$ cat config.mk
export PLATFORM = sky130hd
export DESIGN_NAME = pe_host_seq_flat
export DESIGN_NICKNAME = d
export VERILOG_FILES = /design/src/rtl/pe_host_seq_pkg.sv /design/src/rtl/pe_host_seq_if.sv /design/src/rtl/pe_host_seq_sat_counter32.sv /design/src/rtl/pe_host_seq.sv /design/src/flat_wrapper.sv
export SDC_FILE = /design/constraint.sdc
export NUM_CORES = 1
export LEC_CHECK = 0
export ABC_AREA = 1
export CAP_MARGIN = 20
export CORE_AREA = 2 2 169 171
export DETAILED_ROUTE_END_ITERATION = 7
export DIE_AREA = 0 0 171 173
export MAX_ROUTING_LAYER = met4
export PLACE_DENSITY_LB_ADDON = 0.3
export REMOVE_ABC_BUFFERS = 1
export SLEW_MARGIN = 20
export SYNTH_ARGS = -nofsm -noshare
export SYNTH_HDL_FRONTEND = slang
export SYNTH_SLANG_ARGS = --single-unit
$ cat constraint.sdc
create_clock -name aclk -period 7.9 [get_ports aclk]
set_input_delay 1.975 -clock aclk [delete_from_list [all_inputs] [get_ports aclk]]
set_output_delay 1.975 -clock aclk [all_outputs]
set_load 0.01 [all_outputs]
$ cat src/rtl/pe_host_seq_pkg.sv
// Shared types and constants for the PE host sequencer: FSM states,
// BRAM write-enable pattern and the word-to-byte address shift.
package pe_host_seq_pkg;

  typedef enum logic [2:0] {
    ST_IDLE,
    ST_LOAD,
    ST_START,
    ST_WAIT,
    ST_RD,
    ST_RWAIT,
    ST_OUT
  } state_e;

  localparam logic [3:0]  BRAM_WE_FULL = 4'hF;
  localparam int unsigned WORD_SHIFT   = 2;

  // Increment that sticks at all-ones instead of wrapping
  function automatic logic [31:0] sat_inc32(input logic [31:0] v);
    return (v == 32'hFFFF_FFFF) ? v : v + 32'd1;
  endfunction

endpackage

$ cat src/rtl/pe_host_seq_if.sv
// Bundle of the sequencer's run control, input/output streams, PE handshake
// and BRAM port. master = sequencer side, slave = environment side.
interface pe_host_seq_if;

  logic        go;
  logic [31:0] in_tdata;
  logic        in_tvalid;
  logic        in_tready;
  logic [31:0] out_tdata;
  logic        out_tvalid;
  logic        out_tready;
  logic        out_tlast;
  logic        pe_start;
  logic        pe_done;
  logic        busy;
  logic [31:0] run_cycles;
  logic [31:0] BRAM_ADDR;
  logic [31:0] BRAM_WRDATA;
  logic [3:0]  BRAM_WE;
  logic        BRAM_CLK;
  logic [31:0] BRAM_RDDATA;

  modport master (
    input  go, in_tdata, in_tvalid, out_tready, pe_done, BRAM_RDDATA,
    output in_tready, out_tdata, out_tvalid, out_tlast, pe_start, busy,
           run_cycles, BRAM_ADDR, BRAM_WRDATA, BRAM_WE, BRAM_CLK
  );

  modport slave (
    output go, in_tdata, in_tvalid, out_tready, pe_done, BRAM_RDDATA,
    input  in_tready, out_tdata, out_tvalid, out_tlast, pe_start, busy,
           run_cycles, BRAM_ADDR, BRAM_WRDATA, BRAM_WE, BRAM_CLK
  );

endinterface

$ cat src/rtl/pe_host_seq_sat_counter32.sv
// Saturating 32-bit cycle counter; load_i snapshots the value the counter
// holds after this cycle's update into the registered output.
module sat_counter32
  import pe_host_seq_pkg::*;
(
  input  logic        clk,
  input  logic        rst,
  input  logic        en_i,
  input  logic        clr_i,
  input  logic        load_i,
  output logic [31:0] value_o
);

  logic [31:0] cnt_q, cnt_d;

  always_comb begin
    cnt_d = cnt_q;
    if (clr_i)     cnt_d = '0;
    else if (en_i) cnt_d = sat_inc32(cnt_q);
  end

  always_ff @(posedge clk or posedge rst) begin
    if (rst) begin
      cnt_q   <= '0;
      value_o <= '0;
    end else begin
      cnt_q <= cnt_d;
      if (load_i) value_o <= cnt_d;
    end
  end

endmodule

$ cat src/rtl/pe_host_seq.sv
// Host-side sequencer: streams words into the shared BRAM, launches the PE,
// times it, then reads the result words back out onto the output stream.
module pe_host_seq
  import pe_host_seq_pkg::*;
#(
  parameter int unsigned BRAM_ADDR_WIDTH = 15,
  parameter int unsigned LOAD_WORDS      = 4160,
  parameter int unsigned RESULT_BASE     = 4160,
  parameter int unsigned RESULT_WORDS    = 64,
  parameter int unsigned RD_LATENCY      = 1
) (
  input  logic          aclk,
  input  logic          areset,
  pe_host_seq_if.master bus
);

  localparam int unsigned AW     = BRAM_ADDR_WIDTH;
  localparam int unsigned LIDX_W = (LOAD_WORDS > 1) ? $clog2(LOAD_WORDS) : 1;
  localparam int unsigned RIDX_W = (RESULT_WORDS > 1) ? $clog2(RESULT_WORDS) : 1;
  localparam int unsigned LAT_W  = 2;

  state_e              state_q;
  logic [LIDX_W-1:0]   ld_idx_q;
  logic [RIDX_W-1:0]   rd_idx_q;
  logic [LAT_W-1:0]    lat_q;
  logic                in_tready_q;
  logic [31:0]         out_tdata_q;
  logic                out_tvalid_q;
  logic                out_tlast_q;
  logic                pe_start_q;
  logic                busy_q;
  logic [31:0]         addr_q;
  logic [31:0]         wrdata_q;
  logic [3:0]          we_q;
  logic [31:0]         run_cycles;

  // Byte address of a word, truncated to the BRAM address width
  function automatic logic [31:0] word_addr(input logic [31:0] word);
    return 32'(AW'(word << WORD_SHIFT));
  endfunction

  sat_counter32 u_cnt (
    .clk    (aclk),
    .rst    (areset),
    .en_i   (state_q == ST_WAIT),
    .clr_i  (state_q == ST_START),
    .load_i ((state_q == ST_WAIT) && bus.pe_done),
    .value_o(run_cycles)
  );

  always_ff @(posedge aclk or posedge areset) begin
    if (areset) begin
      state_q      <= ST_IDLE;
      ld_idx_q     <= '0;
      rd_idx_q     <= '0;
      lat_q        <= '0;
      in_tready_q  <= 1'b0;
      out_tdata_q  <= '0;
      out_tvalid_q <= 1'b0;
      out_tlast_q  <= 1'b0;
      pe_start_q   <= 1'b0;
      busy_q       <= 1'b0;
      addr_q       <= '0;
      wrdata_q     <= '0;
      we_q         <= '0;
    end else begin
      we_q       <= '0;
      pe_start_q <= 1'b0;
      case (state_q)
        ST_IDLE: begin
          if (bus.go) begin
            state_q     <= ST_LOAD;
            ld_idx_q    <= '0;
            in_tready_q <= 1'b1;
            busy_q      <= 1'b1;
          end
        end
        ST_LOAD: begin
          // in_tready is held high for the whole state, so tvalid is the handshake
          if (bus.in_tvalid) begin
            addr_q   <= word_addr(32'(ld_idx_q));
            wrdata_q <= bus.in_tdata;
            we_q     <= BRAM_WE_FULL;
            if (ld_idx_q == LIDX_W'(LOAD_WORDS - 1)) begin
              state_q     <= ST_START;
              in_tready_q <= 1'b0;
            end else begin
              ld_idx_q <= ld_idx_q + LIDX_W'(1);
            end
          end
        end
        ST_START: begin
          state_q    <= ST_WAIT;
          pe_start_q <= 1'b1;
        end
        ST_WAIT: begin
          if (bus.pe_done) begin
            state_q  <= ST_RD;
            rd_idx_q <= '0;
            addr_q   <= word_addr(32'(RESULT_BASE));
          end
        end
        ST_RD: begin
          state_q <= ST_RWAIT;
          lat_q   <= '0;
        end
        ST_RWAIT: begin
          if (lat_q == LAT_W'(RD_LATENCY - 1)) begin
            state_q      <= ST_OUT;
            out_tdata_q  <= bus.BRAM_RDDATA;
            out_tvalid_q <= 1'b1;
            out_tlast_q  <= (rd_idx_q == RIDX_W'(RESULT_WORDS - 1));
          end else begin
            lat_q <= lat_q + LAT_W'(1);
          end
        end
        ST_OUT: begin
          if (bus.out_tready) begin
            out_tvalid_q <= 1'b0;
            out_tlast_q  <= 1'b0;
            if (out_tlast_q) begin
              state_q <= ST_IDLE;
              busy_q  <= 1'b0;
            end else begin
              state_q  <= ST_RD;
              rd_idx_q <= rd_idx_q + RIDX_W'(1);
              addr_q   <= word_addr(32'(RESULT_BASE) + 32'(rd_idx_q) + 32'd1);
            end
          end
        end
        default: state_q <= ST_IDLE;
      endcase
    end
  end

  assign bus.in_tready   = in_tready_q;
  assign bus.out_tdata   = out_tdata_q;
  assign bus.out_tvalid  = out_tvalid_q;
  assign bus.out_tlast   = out_tlast_q;
  assign bus.pe_start    = pe_start_q;
  assign bus.busy        = busy_q;
  assign bus.run_cycles  = run_cycles;
  assign bus.BRAM_ADDR   = addr_q;
  assign bus.BRAM_WRDATA = wrdata_q;
  assign bus.BRAM_WE     = we_q;
  assign bus.BRAM_CLK    = aclk;

endmodule

$ cat src/flat_wrapper.sv
// flat-port wrapper written by rule: the top's interface ports become plain ports
module pe_host_seq_flat import pe_host_seq_pkg::*;
#(
  parameter int unsigned BRAM_ADDR_WIDTH = 15,
  parameter int unsigned LOAD_WORDS      = 4160,
  parameter int unsigned RESULT_BASE     = 4160,
  parameter int unsigned RESULT_WORDS    = 64,
  parameter int unsigned RD_LATENCY      = 1
)
  (aclk, areset, bus_go, bus_in_tdata, bus_in_tvalid, bus_out_tready, bus_pe_done, bus_BRAM_RDDATA, bus_in_tready, bus_out_tdata, bus_out_tvalid, bus_out_tlast, bus_pe_start, bus_busy, bus_run_cycles, bus_BRAM_ADDR, bus_BRAM_WRDATA, bus_BRAM_WE, bus_BRAM_CLK);
  pe_host_seq_if bus_i ();
  input  logic aclk;
  input  logic areset;
  input wire logic [$bits(bus_i.go)-1:0] bus_go;
  input wire logic [$bits(bus_i.in_tdata)-1:0] bus_in_tdata;
  input wire logic [$bits(bus_i.in_tvalid)-1:0] bus_in_tvalid;
  input wire logic [$bits(bus_i.out_tready)-1:0] bus_out_tready;
  input wire logic [$bits(bus_i.pe_done)-1:0] bus_pe_done;
  input wire logic [$bits(bus_i.BRAM_RDDATA)-1:0] bus_BRAM_RDDATA;
  output wire logic [$bits(bus_i.in_tready)-1:0] bus_in_tready;
  output wire logic [$bits(bus_i.out_tdata)-1:0] bus_out_tdata;
  output wire logic [$bits(bus_i.out_tvalid)-1:0] bus_out_tvalid;
  output wire logic [$bits(bus_i.out_tlast)-1:0] bus_out_tlast;
  output wire logic [$bits(bus_i.pe_start)-1:0] bus_pe_start;
  output wire logic [$bits(bus_i.busy)-1:0] bus_busy;
  output wire logic [$bits(bus_i.run_cycles)-1:0] bus_run_cycles;
  output wire logic [$bits(bus_i.BRAM_ADDR)-1:0] bus_BRAM_ADDR;
  output wire logic [$bits(bus_i.BRAM_WRDATA)-1:0] bus_BRAM_WRDATA;
  output wire logic [$bits(bus_i.BRAM_WE)-1:0] bus_BRAM_WE;
  output wire logic [$bits(bus_i.BRAM_CLK)-1:0] bus_BRAM_CLK;
  assign bus_i.go = bus_go;
  assign bus_i.in_tdata = bus_in_tdata;
  assign bus_i.in_tvalid = bus_in_tvalid;
  assign bus_i.out_tready = bus_out_tready;
  assign bus_i.pe_done = bus_pe_done;
  assign bus_i.BRAM_RDDATA = bus_BRAM_RDDATA;
  assign bus_in_tready = bus_i.in_tready;
  assign bus_out_tdata = bus_i.out_tdata;
  assign bus_out_tvalid = bus_i.out_tvalid;
  assign bus_out_tlast = bus_i.out_tlast;
  assign bus_pe_start = bus_i.pe_start;
  assign bus_busy = bus_i.busy;
  assign bus_run_cycles = bus_i.run_cycles;
  assign bus_BRAM_ADDR = bus_i.BRAM_ADDR;
  assign bus_BRAM_WRDATA = bus_i.BRAM_WRDATA;
  assign bus_BRAM_WE = bus_i.BRAM_WE;
  assign bus_BRAM_CLK = bus_i.BRAM_CLK;
  pe_host_seq #(.BRAM_ADDR_WIDTH(BRAM_ADDR_WIDTH), .LOAD_WORDS(LOAD_WORDS), .RESULT_BASE(RESULT_BASE), .RESULT_WORDS(RESULT_WORDS), .RD_LATENCY(RD_LATENCY)) u_core (.aclk(aclk), .areset(areset), .bus(bus_i));
endmodule
### After elaboration in Yosys (flattened, before gate mapping)

Index checks and enable logic that the tools add are counted.

| storage, ports and cells | value |
|---|---|
| bits in registers | 193 |
| bits of input ports | 70 |
| output and inout port bits | 138 |
| word-level logic and storage cells | 100 |

| cells by class | value |
|---|---|
| add/sub/neg operators | 6 |
| eq/ne operators | 19 |
| mux-type cells | 41 |
| reductions and logical operators | 19 |

Operators by type and width:

| cell | count |
|---|---|
| two-way mux 32 bit | 7 |
| case mux 32 bit (3 select lines) | 1 |
| two-way mux 13 bit | 3 |
| adder 32 x 1 -> 32 bit (second input constant) | 1 |
| equality test 32 bit (second input constant) | 1 |
| adder 13 x 1 -> 13 bit (second input constant) | 2 |
| case mux 13 bit (2 select lines) | 1 |
| two-way mux 3 bit | 7 |
| case mux 3 bit (7 select lines) | 1 |
| two-way mux 6 bit | 3 |
| AND reduction 4 bit | 4 |
| != test 2 bit (second input constant) | 7 |
| adder 13 x 6 -> 13 bit (first input constant) | 1 |
| equality test 13 bit (second input constant) | 1 |
| case mux 6 bit (2 select lines) | 1 |
| nonzero test 2 bit | 5 |
| equality test 3 bit (second input constant) | 3 |
| two-way mux 1 bit | 9 |
| two-way mux 4 bit | 2 |
| case mux 1 bit (2 select lines) | 4 |
| adder 6 x 1 -> 6 bit (second input constant) | 1 |
| equality test 3 x 2 -> 1 bit (second input constant) | 2 |
| equality test 6 bit (second input constant) | 1 |
| != test 2 x 1 -> 1 bit (second input constant) | 3 |
| 12 further kinds | 14 |

### Logic depth before layout (Yosys ltp)

| depth | value |
|---|---|
| depth after elaboration | 5 |
| mapped depth | 12 |
| mapped depth without buffers | 11 |

### Cells and area by module

From an unflattened synthesis, not the netlist that was laid out.

| unflattened totals | value |
|---|---|
| cells, all modules | 1025 |
| area, all modules | 8739.6 µm² |

Modules (own cells, without submodules):

| module | instances | cells each | area an instance (µm²) | sequential area each (µm²) |
|---|---|---|---|---|
| pe_host_seq | 1 | 563 | 5193.7 | 2677.6 |
| sat_counter32 | 1 | 462 | 3545.9 | 1601.5 |

==> results.md <==
- Run status: completed
- CP endpoint kind: primary output
- Register-to-register setup slack: 5.48 ns
- Dominant cell by count in the synthesized netlist: sky130_fd_sc_hd__nand2_1
- First-pass detailed-route iteration total: 4
- Clock latency of the later-clocked register in the worst-skew pair: 0.54 ns
- Measured slew at the worst slew-check pin: 0.986 ns
- Die Footprint: 0.0296 mm²
- Number of global-route vias before repair: 6604
- Cell Rows: 61
- Total negative slack for setup checks: 0 ns
- Number of warnings issued by yosys: 0
- Post-Syn Instances: 982
- Leading post-synthesis cells by cell area: sky130_fd_sc_hd__dfrtp_1 (52%), sky130_fd_sc_hd__nand2_1 (15%), sky130_fd_sc_hd__nand3_1 (4.6%), sky130_fd_sc_hd__mux2_2 (4.4%), sky130_fd_sc_hd__nor2_1 (3.5%)
- Maximum number of pins on one net before global-route repair: 110
- Final setup violating endpoints: 0
- Top cell type by total area after synthesis: sky130_fd_sc_hd__dfrtp_1
- Hold violation total from the final report: 0
- Area fraction in and, or, nand and nor cells after synthesis: 29.3%
- Hold wc startpoint: u_core.bus.BRAM_WRDATA[1]
- Antenna violation net count after detailed routing: 0
- Synth cell types: 42
- Die width: 171 µm
- Area Overhead vs Synth: 33.1%
- CP max FO: 2
- Mean routed wirelength per cell: 13.6 µm
- First-pass GRT wire length: 34.4 mm
- Number of remaining DRC errors: 0
- Final nets: 1230
- Post-cts sizing count: 0
- Post-synthesis adder-cell area fraction: 0.606%
- Clock edge transition at the registers on the reported setup and hold paths: 0.07 ns
- Routed vias: 6877
- Most used flip-flop cell after synthesis: sky130_fd_sc_hd__dfrtp_1
- Sequential-to-total area share from yosys stat: 51.8%
- Final worst clock skew: 0.0130 ns
- Synth cell count leaders: sky130_fd_sc_hd__nand2_1 (332), sky130_fd_sc_hd__dfrtp_1 (171), sky130_fd_sc_hd__nor2_1 (77)
- Instance area at placement: 0.0104 mm²
- Fraction of synthesized area in multiplexers: 4.36%
- Endpoint required time on the critical path: 5.93 ns
- Number of synthesized register bits: 171
- Total power divided by cell area: 323 mW/mm²
- Maximum vdd ir drop: 0.142 mV
- Async set or reset register ratio after synthesis: 100%
- Headroom to the max-slew limit: 34.2%
- Post-CTS Setup Repair Bufs: 0
- Tot GR Track Use: 15.1%
- Worst EP arrival: 4.66 ns
- WL final: 21.1 mm
- Worst Setup Start Kind: clock port
- Count of input and output buffers: 188
- Average via count per standard cell: 4.45
- Initial DRC count: 426
- Final cell area excluding filler cells: 0.0110 mm²
- Core area: 0.0276 mm²
- Fraction of final layout cells sized beyond drive strength 1: 8.90%
- Number of enable flip-flop cells after synthesis: 0
- Worst min-delay path class: reg -> reg
- Placed wire-length estimate after detailed placement: 14.8 mm
- Compound-Gate Fraction of Synth Area: 4.13%
- Synthesized-area fraction occupied by xor and xnor cells: 1.48%
- Final max-slew violation count: 0
- Dominant combinational cell family by area after synthesis: simple AND/OR/NAND/NOR gates
- RSZ-0062 raised after global routing: false
- TritonCTS clock tree: yes
- First element of the critical path: aclk
- Number of antenna violations at the first check in global routing: 0
- Remaining Overflow, GRT: 0
- Ant. Diodes: 0
- Static Leak: 5.04 nW
- Weighted congestion at the end of routability-driven global placement: 0.866
- Worst r2r src: u_core.state_q[0]
- Post-synthesis instance area: 0.00826 mm²
- Fraction of synthesized cell area taken by the top area cell type: 51.8%
- Post-CTS Hold Fix Bufs: 0
- Crit Path Category: clk -> out
- Top-level I/O count: 208
- Die boundary height: 173 µm
- MaxCap Viol Count: 0
- Mean post-synth cell area: 8.42 µm²
- Effective utilization at floorplan: 29.9%
-- logic make-up after synthesis --
group | Yosys count
DFF | 171
adders and majority gates | 4
xor gates and xnor gates | 14
and+or+nand+nor | 558
AOI/OAI and AO/OA | 58
muxes | 32
other | 1
buffers and inverters | 144
-- metrics by stage --
step	util [%]	instances	worst slack, ns	hold slack [ns]	total power, mW
2_1_floorplan	-	944	1.29	0.480	1.95
3_3_place_gp	37.5	1512	1.53	0.452	2.67
3_5_place_dp	37.5	1512	1.53	0.458	2.68
4_1_cts	39.8	1547	1.26	0.477	3.62
5_1_grt	39.8	1547	1.24	0.496	3.79
6_report	39.8	1547	1.26	0.474	3.55
-- registers in the layout, indices dropped and copies added (netlist names) --
register / count
u_core.bus.in_tready: 1
u_core.bus.pe_start: 1
u_core.lat_q: 2
u_core.bus.out_tlast: 1
u_core.ld_idx_q: 13
u_core.bus.out_tdata: 32
u_core.state_q: 3
u_core.bus.busy: 1
u_core.bus.BRAM_WE: 1
u_core.u_cnt.value_o: 32
u_core.bus.BRAM_ADDR: 13
u_core.u_cnt.cnt_q: 32
u_core.bus.BRAM_WRDATA: 32
u_core.bus.out_tvalid: 1
u_core.rd_idx_q: 6
-- layout make-up --
cell class                      instances  area, µm²
Clock buffer                           21        510
Sequential cell                       171       4280
Clock inverter                         15        146
Fill cell                            2842      16600
Inverter                               88        338
Timing Repair Buffer                  189       1890
Multi-Input combinational cell        685       3370
Tap cell                              378        473
-- path summary, 6_finish.rpt --
kind / endpoint / cells after the start
worst max-delay path: bus_BRAM_CLK / 3
worst min-delay path: u_core.bus.BRAM_WRDATA[1] / 2
worst max register to register: u_core.u_cnt.value_o[24] / 5
worst min register to register: u_core.bus.BRAM_WRDATA[1] / 2
max in group asynchronous: u_core.bus.BRAM_ADDR[14] / 3
min in group asynchronous: u_core.bus.BRAM_WRDATA[29] / 2
-- power by group --
part,internal [mW],switching [mW]
logic,0.666,0.655
clock network,0.496,0.427
registers,1.14,0.169
-- critical path, cell delays in order --
cell                              delay (ns)
sky130_fd_sc_hd__clkbuf_16              0.12
sky130_fd_sc_hd__clkbuf_16              0.13
sky130_fd_sc_hd__clkdlybuf4s50_1        0.46
-- routing by layer --
metal	up-vias	share of wire (%)	wire length, µm	GRT usage, %
met1	3252	46	9790	19.5
met5	-	0	0	-
met3	20	4.6	979	4.10
li1	3459	-	-	-
met2	146	48	10100	23.5
met4	0	1.1	241	3.67
-- layout by cell type, fill, tap and decap left out, types with 2 or more instances in the layout --
master,count
sky130_fd_sc_hd__dfrtp_1,171
sky130_fd_sc_hd__buf_4,2
sky130_fd_sc_hd__inv_6,6
sky130_fd_sc_hd__nor2_4,3
sky130_fd_sc_hd__xor2_1,11
sky130_fd_sc_hd__o21ai_0,16
sky130_fd_sc_hd__xnor2_1,3
sky130_fd_sc_hd__nor2_1,76
sky130_fd_sc_hd__clkbuf_16,20
sky130_fd_sc_hd__ha_1,4
sky130_fd_sc_hd__o21ai_1,22
sky130_fd_sc_hd__nand4_1,28
sky130_fd_sc_hd__nor3_1,8
sky130_fd_sc_hd__nand2_2,3
sky130_fd_sc_hd__o2111ai_1,2
sky130_fd_sc_hd__nand3_1,76
sky130_fd_sc_hd__nand2_1,332
sky130_fd_sc_hd__inv_2,11
sky130_fd_sc_hd__inv_8,6
sky130_fd_sc_hd__inv_1,75
sky130_fd_sc_hd__a31oi_1,7
sky130_fd_sc_hd__mux2_2,32
sky130_fd_sc_hd__nor2_2,7
sky130_fd_sc_hd__clkdlybuf4s50_1,188
sky130_fd_sc_hd__and3_1,16
sky130_fd_sc_hd__conb_1,19
sky130_fd_sc_hd__o22ai_1,3
sky130_fd_sc_hd__nand3_4,3
Note: power is estimated with default switching activity, not from simulation.
